$ cat config.mk
export PLATFORM = sky130hd
export DESIGN_NAME = pcie_dest_drain_flat
export DESIGN_NICKNAME = d
export VERILOG_FILES = /design/src/rtl/pcie_dest_drain_pkg.sv /design/src/rtl/pcie_dest_drain_if.sv /design/src/rtl/pcie_rr_arb2.sv /design/src/rtl/pcie_dest_drain.sv /design/src/flat_wrapper.sv
export SDC_FILE = /design/constraint.sdc
export NUM_CORES = 1
export LEC_CHECK = 0
export CAP_MARGIN = 20
export CORE_MARGIN = 4
export CORE_UTILIZATION = 44
export CTS_CLUSTER_DIAMETER = 80
export DETAILED_ROUTE_END_ITERATION = 10
export GPL_ROUTABILITY_DRIVEN = 0
export HOLD_SLACK_MARGIN = 0.03
export PLACE_DENSITY = 0.78
export REMOVE_ABC_BUFFERS = 1
export SYNTH_ARGS = -nofsm -noshare
export SYNTH_HDL_FRONTEND = slang
export SYNTH_SLANG_ARGS = --single-unit
$ cat constraint.sdc
create_clock -name clk -period 1.83 [get_ports clk]
set_input_delay 0.2745 -clock clk [delete_from_list [all_inputs] [get_ports clk]]
set_output_delay 0.2745 -clock clk [all_outputs]
set_load 0.03 [all_outputs]
$ cat src/rtl/pcie_dest_drain_pkg.sv
// pcie_dest_drain_pkg: source tags and skid depth shared by the drain logic
package pcie_dest_drain_pkg;
  localparam logic DEST_D0 = 1'b0;
  localparam logic DEST_D1 = 1'b1;
  localparam int SKID_DEPTH = 2;
endpackage

$ cat src/rtl/pcie_dest_drain_if.sv
// pcie_dest_drain_if: FIFO pop side and merged output stream of the drain
interface pcie_dest_drain_if #(
  parameter int BITNUMBER = 6,
  parameter int COUNT_W = 8
);
  logic D0_can_pop;
  logic D1_can_pop;
  logic [BITNUMBER-1:0] data_out0;
  logic [BITNUMBER-1:0] data_out1;
  logic out_ready;
  logic pop_D0;
  logic pop_D1;
  logic [BITNUMBER-1:0] out_data;
  logic out_dest;
  logic out_valid;
  logic [COUNT_W-1:0] cnt_D0;
  logic [COUNT_W-1:0] cnt_D1;
  logic idle;
  modport slave (
    input D0_can_pop, D1_can_pop, data_out0, data_out1, out_ready,
    output pop_D0, pop_D1, out_data, out_dest, out_valid, cnt_D0, cnt_D1, idle
  );
  modport master (
    output D0_can_pop, D1_can_pop, data_out0, data_out1, out_ready,
    input pop_D0, pop_D1, out_data, out_dest, out_valid, cnt_D0, cnt_D1, idle
  );
endinterface

$ cat src/rtl/pcie_rr_arb2.sv
// pcie_rr_arb2: 2-way round-robin grant with last-granted pointer
module pcie_rr_arb2
  import pcie_dest_drain_pkg::*;
(
  input  logic clk,
  input  logic reset,
  input  logic en,
  input  logic req0,
  input  logic req1,
  output logic gnt0,
  output logic gnt1
);
  localparam logic [0:0] G_D0 = DEST_D0;
  localparam logic [0:0] G_D1 = DEST_D1;
  logic [0:0] g_q, g_d;
  // grant the lone requester, or the side that was not granted last
  always_comb begin
    gnt0 = en && req0 && (!req1 || g_q == G_D1);
    gnt1 = en && req1 && (!req0 || g_q == G_D0);
    g_d = gnt0 ? G_D0 : gnt1 ? G_D1 : g_q;
  end
  // pointer starts as if D1 was last served so D0 wins first
  always_ff @(posedge clk) begin
    if (reset) g_q <= G_D1;
    else g_q <= g_d;
  end
endmodule

$ cat src/rtl/pcie_dest_drain.sv
// pcie_dest_drain: drains D0/D1 FIFOs into one tagged valid/ready stream
module pcie_dest_drain
  import pcie_dest_drain_pkg::*;
#(
  parameter int BITNUMBER = 6,
  parameter int COUNT_W = 8
) (
  input logic clk,
  input logic reset,
  pcie_dest_drain_if.slave bus
);
  localparam int W = BITNUMBER + 1;
  logic [W-1:0] e0_q, e0_d, e1_q, e1_d, e0_x, in_w;
  logic [1:0] occ_q, occ_d, occ_x;
  logic inflight_q, inflight_d, fl_dest_q, fl_dest_d;
  logic [COUNT_W-1:0] cnt0_q, cnt0_d, cnt1_q, cnt1_d;
  logic idle_q, idle_d;
  logic xfer, credit, gnt0, gnt1;
  assign xfer = occ_q != 2'd0 && bus.out_ready;
  assign occ_x = occ_q - {1'b0, xfer};
  assign credit = !reset && (3'(occ_x) + 3'(inflight_q)) < 3'(SKID_DEPTH);
  pcie_rr_arb2 u_arb (
    .clk(clk),
    .reset(reset),
    .en(credit),
    .req0(bus.D0_can_pop),
    .req1(bus.D1_can_pop),
    .gnt0(gnt0),
    .gnt1(gnt1)
  );
  // skid buffer shift/capture, in-flight tracking, counters and idle
  always_comb begin
    in_w = {fl_dest_q, fl_dest_q == DEST_D1 ? bus.data_out1 : bus.data_out0};
    e0_x = xfer ? e1_q : e0_q;
    e0_d = inflight_q && occ_x == 2'd0 ? in_w : e0_x;
    e1_d = inflight_q && occ_x == 2'd1 ? in_w : e1_q;
    occ_d = occ_x + {1'b0, inflight_q};
    inflight_d = gnt0 || gnt1;
    fl_dest_d = gnt1 ? DEST_D1 : DEST_D0;
    cnt0_d = cnt0_q + COUNT_W'(xfer && e0_q[BITNUMBER] == DEST_D0);
    cnt1_d = cnt1_q + COUNT_W'(xfer && e0_q[BITNUMBER] == DEST_D1);
    idle_d = !inflight_q && occ_q == 2'd0 && !bus.D0_can_pop && !bus.D1_can_pop;
  end
  // state registers; reset drops any word in flight
  always_ff @(posedge clk) begin
    if (reset) begin
      e0_q <= '0;
      e1_q <= '0;
      occ_q <= '0;
      inflight_q <= 1'b0;
      fl_dest_q <= DEST_D0;
      cnt0_q <= '0;
      cnt1_q <= '0;
      idle_q <= 1'b0;
    end else begin
      e0_q <= e0_d;
      e1_q <= e1_d;
      occ_q <= occ_d;
      inflight_q <= inflight_d;
      fl_dest_q <= fl_dest_d;
      cnt0_q <= cnt0_d;
      cnt1_q <= cnt1_d;
      idle_q <= idle_d;
    end
  end
  assign bus.pop_D0 = gnt0;
  assign bus.pop_D1 = gnt1;
  assign bus.out_valid = occ_q != 2'd0;
  assign bus.out_data = e0_q[BITNUMBER-1:0];
  assign bus.out_dest = e0_q[BITNUMBER];
  assign bus.cnt_D0 = cnt0_q;
  assign bus.cnt_D1 = cnt1_q;
  assign bus.idle = idle_q;
endmodule

$ cat src/flat_wrapper.sv
// flat-port wrapper written by rule: the top's interface ports become plain ports
module pcie_dest_drain_flat import pcie_dest_drain_pkg::*;
#(
  parameter int BITNUMBER = 6,
  parameter int COUNT_W = 8
)
  (clk, reset, bus_D0_can_pop, bus_D1_can_pop, bus_data_out0, bus_data_out1, bus_out_ready, bus_pop_D0, bus_pop_D1, bus_out_data, bus_out_dest, bus_out_valid, bus_cnt_D0, bus_cnt_D1, bus_idle);
  pcie_dest_drain_if #(.BITNUMBER(BITNUMBER), .COUNT_W(COUNT_W)) bus_i ();
  input logic clk;
  input logic reset;
  input wire logic [$bits(bus_i.D0_can_pop)-1:0] bus_D0_can_pop;
  input wire logic [$bits(bus_i.D1_can_pop)-1:0] bus_D1_can_pop;
  input wire logic [$bits(bus_i.data_out0)-1:0] bus_data_out0;
  input wire logic [$bits(bus_i.data_out1)-1:0] bus_data_out1;
  input wire logic [$bits(bus_i.out_ready)-1:0] bus_out_ready;
  output wire logic [$bits(bus_i.pop_D0)-1:0] bus_pop_D0;
  output wire logic [$bits(bus_i.pop_D1)-1:0] bus_pop_D1;
  output wire logic [$bits(bus_i.out_data)-1:0] bus_out_data;
  output wire logic [$bits(bus_i.out_dest)-1:0] bus_out_dest;
  output wire logic [$bits(bus_i.out_valid)-1:0] bus_out_valid;
  output wire logic [$bits(bus_i.cnt_D0)-1:0] bus_cnt_D0;
  output wire logic [$bits(bus_i.cnt_D1)-1:0] bus_cnt_D1;
  output wire logic [$bits(bus_i.idle)-1:0] bus_idle;
  assign bus_i.D0_can_pop = bus_D0_can_pop;
  assign bus_i.D1_can_pop = bus_D1_can_pop;
  assign bus_i.data_out0 = bus_data_out0;
  assign bus_i.data_out1 = bus_data_out1;
  assign bus_i.out_ready = bus_out_ready;
  assign bus_pop_D0 = bus_i.pop_D0;
  assign bus_pop_D1 = bus_i.pop_D1;
  assign bus_out_data = bus_i.out_data;
  assign bus_out_dest = bus_i.out_dest;
  assign bus_out_valid = bus_i.out_valid;
  assign bus_cnt_D0 = bus_i.cnt_D0;
  assign bus_cnt_D1 = bus_i.cnt_D1;
  assign bus_idle = bus_i.idle;
  pcie_dest_drain #(.BITNUMBER(BITNUMBER), .COUNT_W(COUNT_W)) u_core (.clk(clk), .reset(reset), .bus(bus_i));
endmodule
# After elaboration in Yosys (flattened, before gate mapping)
# Cells that the tools add are included.
# op_classes
muxes	6
add_sub_neg	5
eq_ne	1
n_lt_le_gt_ge	1
n_reduce_logical	25
n_bitwise	2
# op_table
operator	n
$add 8x1->8	2
$mux 7	2
$logic_and 1x1->1	13
$mux 6	1
$reduce_bool 2->1	3
$logic_not 1->1	4
$logic_not 2->1	2
$add 2x1->3	1
$logic_or 1x1->1	3
$lt 3x2->1 const B	1
$mux 1	3
$add 2x1->2	1
$eq 2x1->1 const B	1
$not 1->1	2
$sub 2x1->2	1
# word_totals
output_inout_bits	27
in_bits	17
word_cells	49
regBits	36

# Logic depth before layout (Yosys ltp)
# logic_depth
word_depth	10
ltp_mapped	9
depth_no_buf	8

# Cells and area by module
# A second synthesis with hierarchy kept.
# unflattened
cells_unflattened	174
hier_area_um2	1620.3
# modules_own_cells
mod	instances	area_per_inst_um2	cells_each	seq_area_each_um2
pcie_dest_drain	1	1561.5	166	700.7
pcie_rr_arb2	1	58.8	8	20.0

# Least setup slack after synthesis
# Ideal clock, no wire load.
# synth_timing
path_type	reg-to-output
start	register u_core.occ_q[0]
end	output bus_pop_D1
arrival_time_ps	1925
slack_ps	-369
n_path_buf	0
required_ps	1556
path_stages_with_launch	9
cell_sequence	dfxtp_1 > and2b_2 > a21o_2 > ha_1 > inv_1 > ha_1 > nor2b_1 > nand2_1 > a21oi_1
# synth_between
elab_chain_len	8
# synth_rtl
item	line_no	source
start: declaration	pcie_dest_drain.sv:14	logic [1:0] occ_q, occ_d, occ_x;
start signal: assignment	pcie_dest_drain.sv:49	occ_q <= '0;
start signal: assignment	pcie_dest_drain.sv:58	occ_q <= occ_d;
$reduce_bool 2->1	pcie_dest_drain.sv:19	assign xfer = occ_q != 2'd0 && bus.out_ready;
$logic_and 1x1->1	pcie_dest_drain.sv:19	
$sub 2x1->2 *	pcie_dest_drain.sv:20	assign occ_x = occ_q - {1'b0, xfer};
$add 2x1->3 *	pcie_dest_drain.sv:21	assign credit = !reset && (3'(occ_x) + 3'(inflight_q)) < 3'(SKID_DEPTH);
$lt 3x2->1 *	pcie_dest_drain.sv:21	
$logic_and 1x1->1 *	pcie_dest_drain.sv:21	
$logic_and 1x1->1 * (2 in series)	pcie_rr_arb2.sv:19	gnt1 = en && req1 && (!req0 || g_q == G_D0);
end: declaration	flat_wrapper.sv:17	output wire logic [$bits(bus_i.pop_D1)-1:0] bus_pop_D1;
# Every way passes the cells marked *; elsewhere a longest branch is shown, timed or not.

# Worst setup path after layout
# layout_timing
start	register u_core.occ_q[0]
end	output bus_pop_D0
# layout_between
elab_chain_len	8
# layout_rtl
item	line_no	source
$reduce_bool 2->1	pcie_dest_drain.sv:19	
$logic_and 1x1->1	pcie_dest_drain.sv:19	
$sub 2x1->2 *	pcie_dest_drain.sv:20	
$add 2x1->3 *	pcie_dest_drain.sv:21	
$lt 3x2->1 *	pcie_dest_drain.sv:21	
$logic_and 1x1->1 *	pcie_dest_drain.sv:21	
$logic_and 1x1->1 * (2 in series)	pcie_rr_arb2.sv:18	gnt0 = en && req0 && (!req1 || g_q == G_D1);
end: declaration	flat_wrapper.sv:16	output wire logic [$bits(bus_i.pop_D0)-1:0] bus_pop_D0;
# Marks and branches as above.

==> flow_summary.ini <==
[status]
outcome = finished with violations
violations = setup timing

[hold_path]
hp-class = flip-flop to flip-flop
hp-start = u_core.bus.cnt_D1[7]$_SDFF_PP0_
hold_end = u_core.bus.cnt_D1[7]$_SDFF_PP0_
hold_depth = 2

[drt]
dr.pass1.iters = 4
vias_per_cell = 5.269
route.vias.total = 1449
drcViolationCount = 0
post_drt_wl_per_cell_um = 14.29
routed_wirelength_um = 3931
drtIter0Drc = 33
postRouteAntennaNets = 0

[timing]
post-route-period-util_pct = 117.6
drv_slew = 0
timing.hold.ws_ns = 0.4874
tns_ns = -0.8560
fin_crit_ns = 2.151
tightest_slew_ns = 0.4718
finalSetupViolCount = 6
fin_ws_ns = -0.3215
skew_ns = 0.002900
slew_headroom_pct = 68.50
max_freq_mhz = 464.8
rsz0062_at_grt = true
finalHoldViolCount = 0

[synth]
synth.top_cell.area_share_pct = 41.65
yosysUniqueCellTypes = 39
syn_inst = 168
netlist_area_um2 = 1730
synthTopCellsByArea = dfxtp_1 42%, a211oi_2 9.4%, mux2i_1 7.5%, ha_1 4.3%, and3b_1 3.0%
synth-seq-cells = 36
syn_area_per_cell_um2 = 10.30
ys_seq_area_share_pct = 41.65
yosys_warnings = 0
synth.largest_area_cell = dfxtp_1

[pwr]
p_int_mw = 1.384
clkPwrFrac_pct = 36.9
irDropWorstVdd_uv = 715.2
p_leak_nw = 0.8921
p_sw_share_pct = 25.54
p_seq_share_pct = 45.3
switchingPower_mw = 0.4748
total_power_mw = 1.859
power_frac_comb_pct = 17.8
p_per_area_nw_per_um2 = 758.3

[layout]
final_cell_area_um2 = 2451
multi_input_area_um2 = 988.4
synthToLayoutAreaGrowth_pct = 41.65
fill_cells = 290
register_area_um2 = 721.9
diodes = 0
drive_above_1_share_pct = 25.99
final_nets = 249

[critical_path]
r2r_start = u_core.occ_q[0]$_SDFF_PP0_
crit_type = flip-flop to output pin
worst_setup_path_end_kind = output pin
worst-endpoint-required_ns = 1.56
reg2reg_depth = 10
r2r_setup_slack_ns = -0.08
cp-start-kind = flip-flop
crit_fanout = 3
cp_data_arrival_time_ns = 1.88
worstReg2RegEnd = u_core.bus.cnt_D1[4]$_SDFF_PP0_

[grt]
antenna_found_initial = 0
grt_first_pass_wirelength_um = 6858
gr-total-overflow = 0
grt_max_degree = 20
gr-usage-all-layers_pct = 16.61
grt_pass1_vias = 1533

[floorplan]
die_area_um2 = 5000
die_h_um = 70.71
core_area_um2 = 3744
rows = 22
dieWidth_um = 70.71
io-pin-count = 44
initial_core_util_pct = 46.22

[flow_run]
cap_violations = 0

[clock_network]
clkSinkCount = 36
clk_latency_ns = 0.28
ctsLongestPathBuffers = 2
cts_tree = built
numCtsBuffers = 5
clockRootBuffer = clkbuf_8
clk_pin_slew_ns = 0.07
htree_levels = 2
holdBufCountCts = 0

[placed_design]
dpl.hpwl_um = 2900
place_area_um2 = 2266
portBuffers = 43
[worst max-delay path, cell delays in order, from the launching register on]
cell     delay, ns
dfxtp_2       0.33
and2b_2       0.22
a21o_2        0.20
ha_4          0.15
inv_2         0.06
ha_4          0.12
nor2b_4       0.16
nand2_1       0.07
a21oi_2       0.13
buf_6         0.15
[power by group through the flow]
stage | Clock, mW | Sequential (mW) | Combinational, mW
floorplan | 0 | 0.894 | 0.130
global placement | 0 | 0.856 | 0.308
detailed placement | 0 | 0.858 | 0.315
CTS | 0.707 | 0.842 | 0.328
global route | 0.744 | 0.847 | 0.356
finish | 0.685 | 0.842 | 0.331
[worst max-delay path by stage]
stage            endpoint                  startpoint  depth (start not counted)
4_1_cts        bus_pop_D0  u_core.occ_q[0]$_SDFF_PP0_                          9
2_1_floorplan  bus_pop_D1  u_core.occ_q[0]$_SDFF_PP0_                          8
6_report       bus_pop_D0  u_core.occ_q[0]$_SDFF_PP0_                          9
3_5_place_dp   bus_pop_D1               bus_out_ready                         10
5_1_grt        bus_pop_D1  u_core.occ_q[0]$_SDFF_PP0_                          9
3_3_place_gp   bus_pop_D1               bus_out_ready                         10
[final cells by class]
cell class | count | area share (%)
Sequential cell | 36 | 29.45
Multi-Input combinational cell | 120 | 40.33
Inverter | 3 | 0.4594
Timing Repair Buffer | 60 | 22.77
Tap cell | 48 | 2.450
Clock buffer | 5 | 2.808
Clock inverter | 3 | 1.736
[Yosys cell counts]
cell / n
a21o_2: 1
nor2b_4: 1
and2_1: 1
xnor2_1: 2
clkbuf_1: 2
buf_6: 3
nand3_1: 6
mux2i_1: 13
buf_1: 1
nand2b_4: 1
and4_1: 1
buf_2: 2
ha_1: 6
or4_1: 1
nand2b_1: 1
or2_2: 2
nor2_1: 7
nand2_2: 1
inv_1: 3
nand4_1: 2
nor2b_1: 8
or2_1: 1
a211oi_2: 13
and3b_1: 6
and2b_2: 1
nand4bb_2: 1
o21a_1: 2
buf_4: 1
xor2_1: 4
nor3b_1: 6
o21ai_0: 6
or3_1: 6
a31o_1: 1
nor3_1: 1
nand4b_1: 1
dfxtp_1: 36
a31oi_1: 1
nand2_1: 6
a21oi_1: 10
[flip-flops by register name, indices dropped and copies added (netlist names)]
signal             flops
u_core.bus.cnt_D0      8
u_core.inflight_q      1
u_core.e1_q            7
u_core.bus.idle        1
u_core.u_arb.g_q       1
u_core.occ_q           2
u_core.fl_dest_q       1
u_core.e0_q            7
u_core.bus.cnt_D1      8
[kinds of logic after synthesis]
kind of cell | Yosys count | synth area share [%]
AOI/OAI and AO/OA | 34 | 16.27
xor gates and xnor gates | 6 | 3.037
adders and majority gates | 6 | 4.338
buffers and inverters | 12 | 4.266
DFF | 36 | 41.65
muxes | 13 | 7.520
and+or+nand+nor | 61 | 22.92
[cells in the final DEF (no fill, tap or decap), drive strengths merged, types with 7 or more instances in the layout]
master	synthesis	final
mux2i	13	13
nor2b	9	9
nand2	7	7
nor2	7	7
dfxtp	36	36
buf	7	19
a21oi	10	10
a211oi	13	13
clkdlybuf4s50	0	39
[per-layer routing]
metal / vias to the layer above / global-route usage (%) / share of wire, % / wire (um)
met5: - / 0 / 0 / 0
met4: 0 / 5.219 / 0.99 / 39
met3: 5 / 4.830 / 6.1 / 238
met2: 46 / 29.56 / 51 / 1999
met1: 679 / 19.07 / 42 / 1654
li1: 719 / - / - / -
[repair_timing]
item	in CTS	in global routing
resized for setup	14	6
setup endpoints to repair	10	15
gates cloned	0	0
endpoints found under the hold margin	0	0
buffers inserted	2	0
pin swaps	1	0
[stage by stage]
stage                     worst slack, ns  util [%]  instances
after CTS                         -0.3253     65.11        275
after global routing              -0.4372     65.47        275
final                             -0.3215     65.47        275
after detailed placement          -0.5885     60.53        265
after global placement            -0.4823     60.53        265
after floorplan                   -0.3692         -        159
(Power assumes the default switching activity.)
